`src/rtl/vinst_sched.sv`:
```
// vinst_sched: round-robin scheduler that merges NREQ instruction sources
// into one FIFO-buffered iavail/ird port for vinst_ctl.
//
// Ports:
//   clk, reset           clock, synchronous active-high reset
//   req_valid/req_inst   per-requester instruction offer
//   req_ready            one-hot accept to the granted requester
//   hold                 suspend new grants (FIFO keeps draining)
//   inst/inst_id/iavail  registered FIFO head toward the consumer
//   ird                  consumer pop strobe
//   busy                 FIFO non-empty or any request pending
//   issued_count         total completed pops (wraps at 2^32)
module vinst_sched #(
   parameter  int NREQ   = 4,
   parameter  int INST_W = 144,
   parameter  int DEPTH  = 4,
   localparam int IDW    = $clog2(NREQ)
) (
   input  logic                   clk,
   input  logic                   reset,
   input  logic [NREQ-1:0]        req_valid,
   input  logic [NREQ*INST_W-1:0] req_inst,
   output logic [NREQ-1:0]        req_ready,
   input  logic                   hold,
   output logic [INST_W-1:0]      inst,
   output logic [IDW-1:0]         inst_id,
   output logic                   iavail,
   input  logic                   ird,
   output logic                   busy,
   output logic [31:0]            issued_count
);

   localparam int PW = $clog2(DEPTH);
   localparam int EW = IDW + INST_W;

   logic [IDW-1:0] rr_q, rr_d;
   logic [IDW-1:0] win;
   logic           found;
   logic [PW-1:0]  wp_q, wp_d;
   logic [PW-1:0]  rp_q, rp_d;
   logic [PW:0]    cnt_q, cnt_d;
   logic [31:0]    issued_q, issued_d;
   logic [EW-1:0]  mem_q [DEPTH];
   logic [EW-1:0]  head;
   logic           full, empty;
   logic           push, pop;

   assign full  = (cnt_q == (PW+1)'(DEPTH));
   assign empty = (cnt_q == '0);

   // Scan candidates rr_q, rr_q+1, ... (mod NREQ); first valid wins.
   always_comb begin
      int s;
      win   = '0;
      found = 1'b0;
      s     = 0;
      for (int k = 0; k < NREQ; k++) begin
         s = int'(rr_q) + k;
         if (s >= NREQ) s = s - NREQ;
         if (!found && req_valid[IDW'(s)]) begin
            found = 1'b1;
            win   = IDW'(s);
         end
      end
   end

   // Acceptance uses the registered full flag only, so a same-cycle
   // pop never frees a slot and ird has no path to req_ready.
   assign push      = found & ~hold & ~full & ~reset;
   assign pop       = ~empty & ird & ~reset;
   assign req_ready = push ? (NREQ'(1) << win) : '0;

   always_comb begin
      rr_d     = rr_q;
      wp_d     = wp_q;
      rp_d     = rp_q;
      cnt_d    = cnt_q;
      issued_d = issued_q;
      if (push) begin
         rr_d = (win == IDW'(NREQ-1)) ? '0 : win + IDW'(1);
         wp_d = wp_q + PW'(1);
      end
      if (pop) begin
         rp_d     = rp_q + PW'(1);
         issued_d = issued_q + 32'd1;
      end
      unique case ({push, pop})
         2'b10:   cnt_d = cnt_q + (PW+1)'(1);
         2'b01:   cnt_d = cnt_q - (PW+1)'(1);
         default: cnt_d = cnt_q;
      endcase
   end

   always_ff @(posedge clk) begin
      if (reset) begin
         rr_q     <= '0;
         wp_q     <= '0;
         rp_q     <= '0;
         cnt_q    <= '0;
         issued_q <= '0;
      end else begin
         rr_q     <= rr_d;
         wp_q     <= wp_d;
         rp_q     <= rp_d;
         cnt_q    <= cnt_d;
         issued_q <= issued_d;
      end
   end

   // Payload storage needs no reset; validity comes from cnt_q.
   always_ff @(posedge clk) begin
      if (push)
         mem_q[wp_q] <= {win, req_inst[win*INST_W +: INST_W]};
   end

   assign head         = mem_q[rp_q];
   assign inst         = head[INST_W-1:0];
   assign inst_id      = head[EW-1:INST_W];
   assign iavail       = ~empty;
   assign busy         = ~empty | (|req_valid);
   assign issued_count = issued_q;

endmodule
```
`config.mk`:
```
export PLATFORM = sky130hd
export DESIGN_NAME = vinst_sched
export DESIGN_NICKNAME = d
export VERILOG_FILES = /design/src/rtl/vinst_sched.sv
export SDC_FILE = /design/constraint.sdc
export NUM_CORES = 1
export LEC_CHECK = 0
export ABC_AREA = 1
export ABC_CLOCK_PERIOD_IN_PS = 9070
export CAP_MARGIN = 10
export CORE_AREA = 4 4 294 296
export CTS_CLUSTER_DIAMETER = 150
export DETAILED_ROUTE_END_ITERATION = 8
export DIE_AREA = 0 0 298 300
export HOLD_SLACK_MARGIN = 0.15
export PLACE_DENSITY = 0.66
export SYNTH_ARGS = -nofsm -noshare
export SYNTH_HDL_FRONTEND = slang
export SYNTH_SLANG_ARGS = --single-unit
export TNS_END_PERCENT = 50
```
`constraint.sdc`:
```
create_clock -name clk -period 9.07 [get_ports clk]
set_input_delay 1.814 -clock clk [delete_from_list [all_inputs] [get_ports clk]]
set_output_delay 1.814 -clock clk [all_outputs]
set_load 0.02 [all_outputs]
```
==> results list <==
- Number of max-cap violations: 0
- Rel. slew slack: 26.8%
* Row cnt: ~110
- Least-Margin Pin Slew: between 1000 and 1500 ps
- Hold Fails Final Rpt: 0
- Share of synthesized area occupied by flip-flops and latches: 58.6%
- Capturing point of the worst reg2reg path: mem_q[0][75]$_DFFE_PP_
* Final setup violation count: 0
* Total DRC errors in the routed layout: 0
* Crit. End Element: primary output
* Core area: 0.0836 mm^2
- Data on the critical path is required at its endpoint by about 7300 ps.
* Vias after detailed routing: about 27,000
* Synthesized cell area: 0.0314 mm^2
- Syn Nets: ~4,200
* IR Drop Worst-Case VDD: 0.000245 V
* Critical hold path startpoint: cnt_q[1]$_SDFFE_PP0P_
- Of all nets on the critical path, the largest fanout is 80.
- Dividing the detail-routed wire length by the instance count gives about 21 um.
- Share of cells above drive strength 1: under 10%
- Detailed Route Iter0 Violations: about 2,300
* Antenna Nets Post-Route: 0
* Pins Over Slew Limit: 0
- Synthesis warning total: 0
- The design draws 13.2 mW.
* Net count, final: 4,800
- The worst hold path passes through 2 cells.
- For this run, the top clock speed supported by timing is around 140 MHz.
* Main area contributors after synthesis: edfxtp_1 56%, nand3_1 9.5%, inv_1 7.6%
- The number of setup buffers added after CTS is 0.
- Most common cell after layout, fill and taps aside: clkdlybuf4s50_1
- TritonCTS Buffers: between 60 and 70
* Post-synth cell types: 31
- For this configuration, the core starts out at a cell density of a little under two fifths.
* Antenna violations before repair: 20
* Arrival time worst endpoint: just over 5000 ps
* Commonest cells after routing, fill and taps aside: 767 x clkdlybuf4s50_1, 633 x inv_1, 598 x nand3_1, 584 x edfxtp_1, 573 x nand2_1
* Fin crit period: just under 7000 ps
- Total die area: between 0.08 and 0.09 mm^2
- Dividing the synthesized area by the synthesized cell count gives just under 9 um^2.
- The critical path is of the primary input to primary output type.
- First-pass iteration count of the detailed router: 5
- Tot GR Track Use: around a quarter
* Run status: finished, final reports clean
- Pin count of the biggest net entering global routing: approximately 170
- #FFs+latches synth: approximately 630
* R2R depth: 13
- The top cell type by area accounts for between 50 and 60% of the synthesized area.
- After global routing the overflow that remains totals 0.
- The area growth from synthesis to layout is 34.3%.
- Post-detailed-placement half-perimeter wirelength: about 77 mm
- For hold timing, the worst endpoint is cnt_q[1]$_SDFFE_PP0P_.
- The congestion estimate from routability-driven global placement came to ~0.93.
* Reg-to-reg critical path startpoint: rr_q[0]$_SDFFE_PP0P_
- The clock arrives with roughly 34 ps of skew.
- The finished layout holds between 5,000 and 6,000 standard cells, fillers aside.
* Number of cells in the design after placement: between 5,000 and 6,000
* Crit start category: primary input
- Vias per cell: roughly 5.1
- Dominant cell type by area after synthesis: edfxtp_1
* Clk Tree Root Cell: clkbuf_16
- Post-cts hold buffer count: 0
- The multi-input combinational cells in the finished layout cover a total of between 0.009 and 0.01 mm^2.
- Counting every sink on the clock net gives around 630.
* Leakage power: 17.3 nW
- Cell Pwr Density: roughly 310 mW/mm^2
- IO Count: between 700 and 800
* Fill count: roughly 7,700
* Post-synthesis cell count: 3,566
- Setup repair after global routing missed its margin: false
- Number of gates resized after CTS: 0
- Measured along the x axis, the die boundary spans about 300 um.
- Class of the tightest hold or removal check: register to register
- Dividing the final minimum period by the clock period gives 76.3%.
- TritonCTS built the clock tree.
* Global-route wire length before repair: roughly 160 mm
- After clock tree synthesis, the clock-pin slew on the worst setup and hold paths is around 50 ps.
- Input and output buffers added on the ports amount to approximately 770.
* Worst reg2reg setup slack: 4360 ps
- The number of global-route vias before repair came to around 25,000.
* DIE HEIGHT: 300 um
- Wires add up to 113 mm.
- Total number of H-tree levels: 3
* Maximum number of buffers from clock root to sink: 3
- Flip-flop and latch area: ~0.018 mm^2
- The clock reaches the later pin of the worst-skew pair after 610 ps.
## routing by layer
layer	global-route usage, %	part of all wire [%]	vias to the layer above
li1	-	-	13100
met1	31.9	41	13000
met2	37.9	46	1114
met3	7.18	10	129
met5	0	0.028	-
met4	7.32	2.4	4
## state kept, by name, indices dropped and copies added, names as in the netlist, named ones only
name	count
cnt_q	3
issued_count	32
mem_q	584
rp_q	2
rr_q	2
wp_q	2
## worst max-delay path, cell delays in order
cell and delay (ps):
clkdlybuf4s50_1 480, inv_1 70, nand2_1 80, nand3_1 130
nand2_2 140, nor2_1 60, nor2_1 270, nand2_8 340
nand2_8 550, inv_1 200, ha_1 240, inv_1 80
nor2_1 50, clkdlybuf4s50_1 570
## cell families (layout without fill, tap and decap cells)
kind of cell | after synthesis | in the layout | share of synthesized area (%)
fa+ha+maj | 11 | 11 | 0.462
other cells | 0 | 13 | 0
xor+xnor | 7 | 7 | 0.195
flops | 627 | 627 | 58.6
compound gates | 497 | 497 | 8.54
simple gates | 1558 | 1558 | 21.3
buf+inv | 866 | 1559 | 10.9
## synth_stat cells
cell	instances
a21oi_1	33
a21oi_2	1
a31oi_1	2
buf_1	12
buf_2	63
buf_4	16
buf_6	5
clkbuf_1	133
dfxtp_1	43
edfxtp_1	584
fa_1	1
ha_1	10
inv_1	635
inv_2	2
nand2_1	573
nand2_2	3
nand2_4	2
nand3_1	599
nand3_2	2
nand3b_1	2
nand4_1	3
nor2_1	351
nor2_2	1
nor2_4	2
nor3_1	17
nor4_1	1
o21a_1	2
o21ai_0	313
o22ai_1	146
or2_2	2
xor2_1	7
## report_power, final
part,total (mW),leakage [nW],switching (mW),internal [mW]
clock network,2.90,1.15,1.15,1.75
logic,5.73,10.5,4.11,1.63
registers,4.59,5.65,0.0800,4.51
## worst max-delay path by stage
| stage | from | slack (ps) | depth (start not counted) | endpoint |
|---|---|---|---|---|
| floorplan | req_valid[3] | -20 | 5 | mem_q[0][0]$_DFFE_PP_ |
| global placement | req_valid[3] | 2110 | 14 | req_ready[3] |
| detailed placement | req_valid[2] | 2110 | 14 | req_ready[3] |
| CTS | req_valid[2] | 2110 | 14 | req_ready[3] |
| global route | req_valid[3] | 1840 | 14 | req_ready[3] |
| finish | req_valid[3] | 2150 | 14 | req_ready[3] |
## layout make-up
type | count | area share, %
Clock buffer | 83 | 4.29
Inverter | 637 | 5.70
Multi-Input combinational cell | 2073 | 22.9
Sequential cell | 627 | 43.6
Clock inverter | 42 | 1.28
Timing Repair Buffer | 797 | 18.9
Tap cell | 1080 | 3.20
Antenna cell | 13 | 0.0771
## per-stage QoR
stage	area [um^2]	util (%)	setup TNS [ps]	hold slack (ps)	worst slack (ps)
after CTS	42200	50.5	0	492	2110
after detailed placement	39800	47.6	0	478	2110
final	42200	50.5	0	493	2150
after global placement	39800	47.6	0	475	2110
after floorplan	31400	-	-14510	457	-24.8
after global routing	42200	50.5	0	516	1840
No activity file was read; power rests on OpenSTA's default activity.
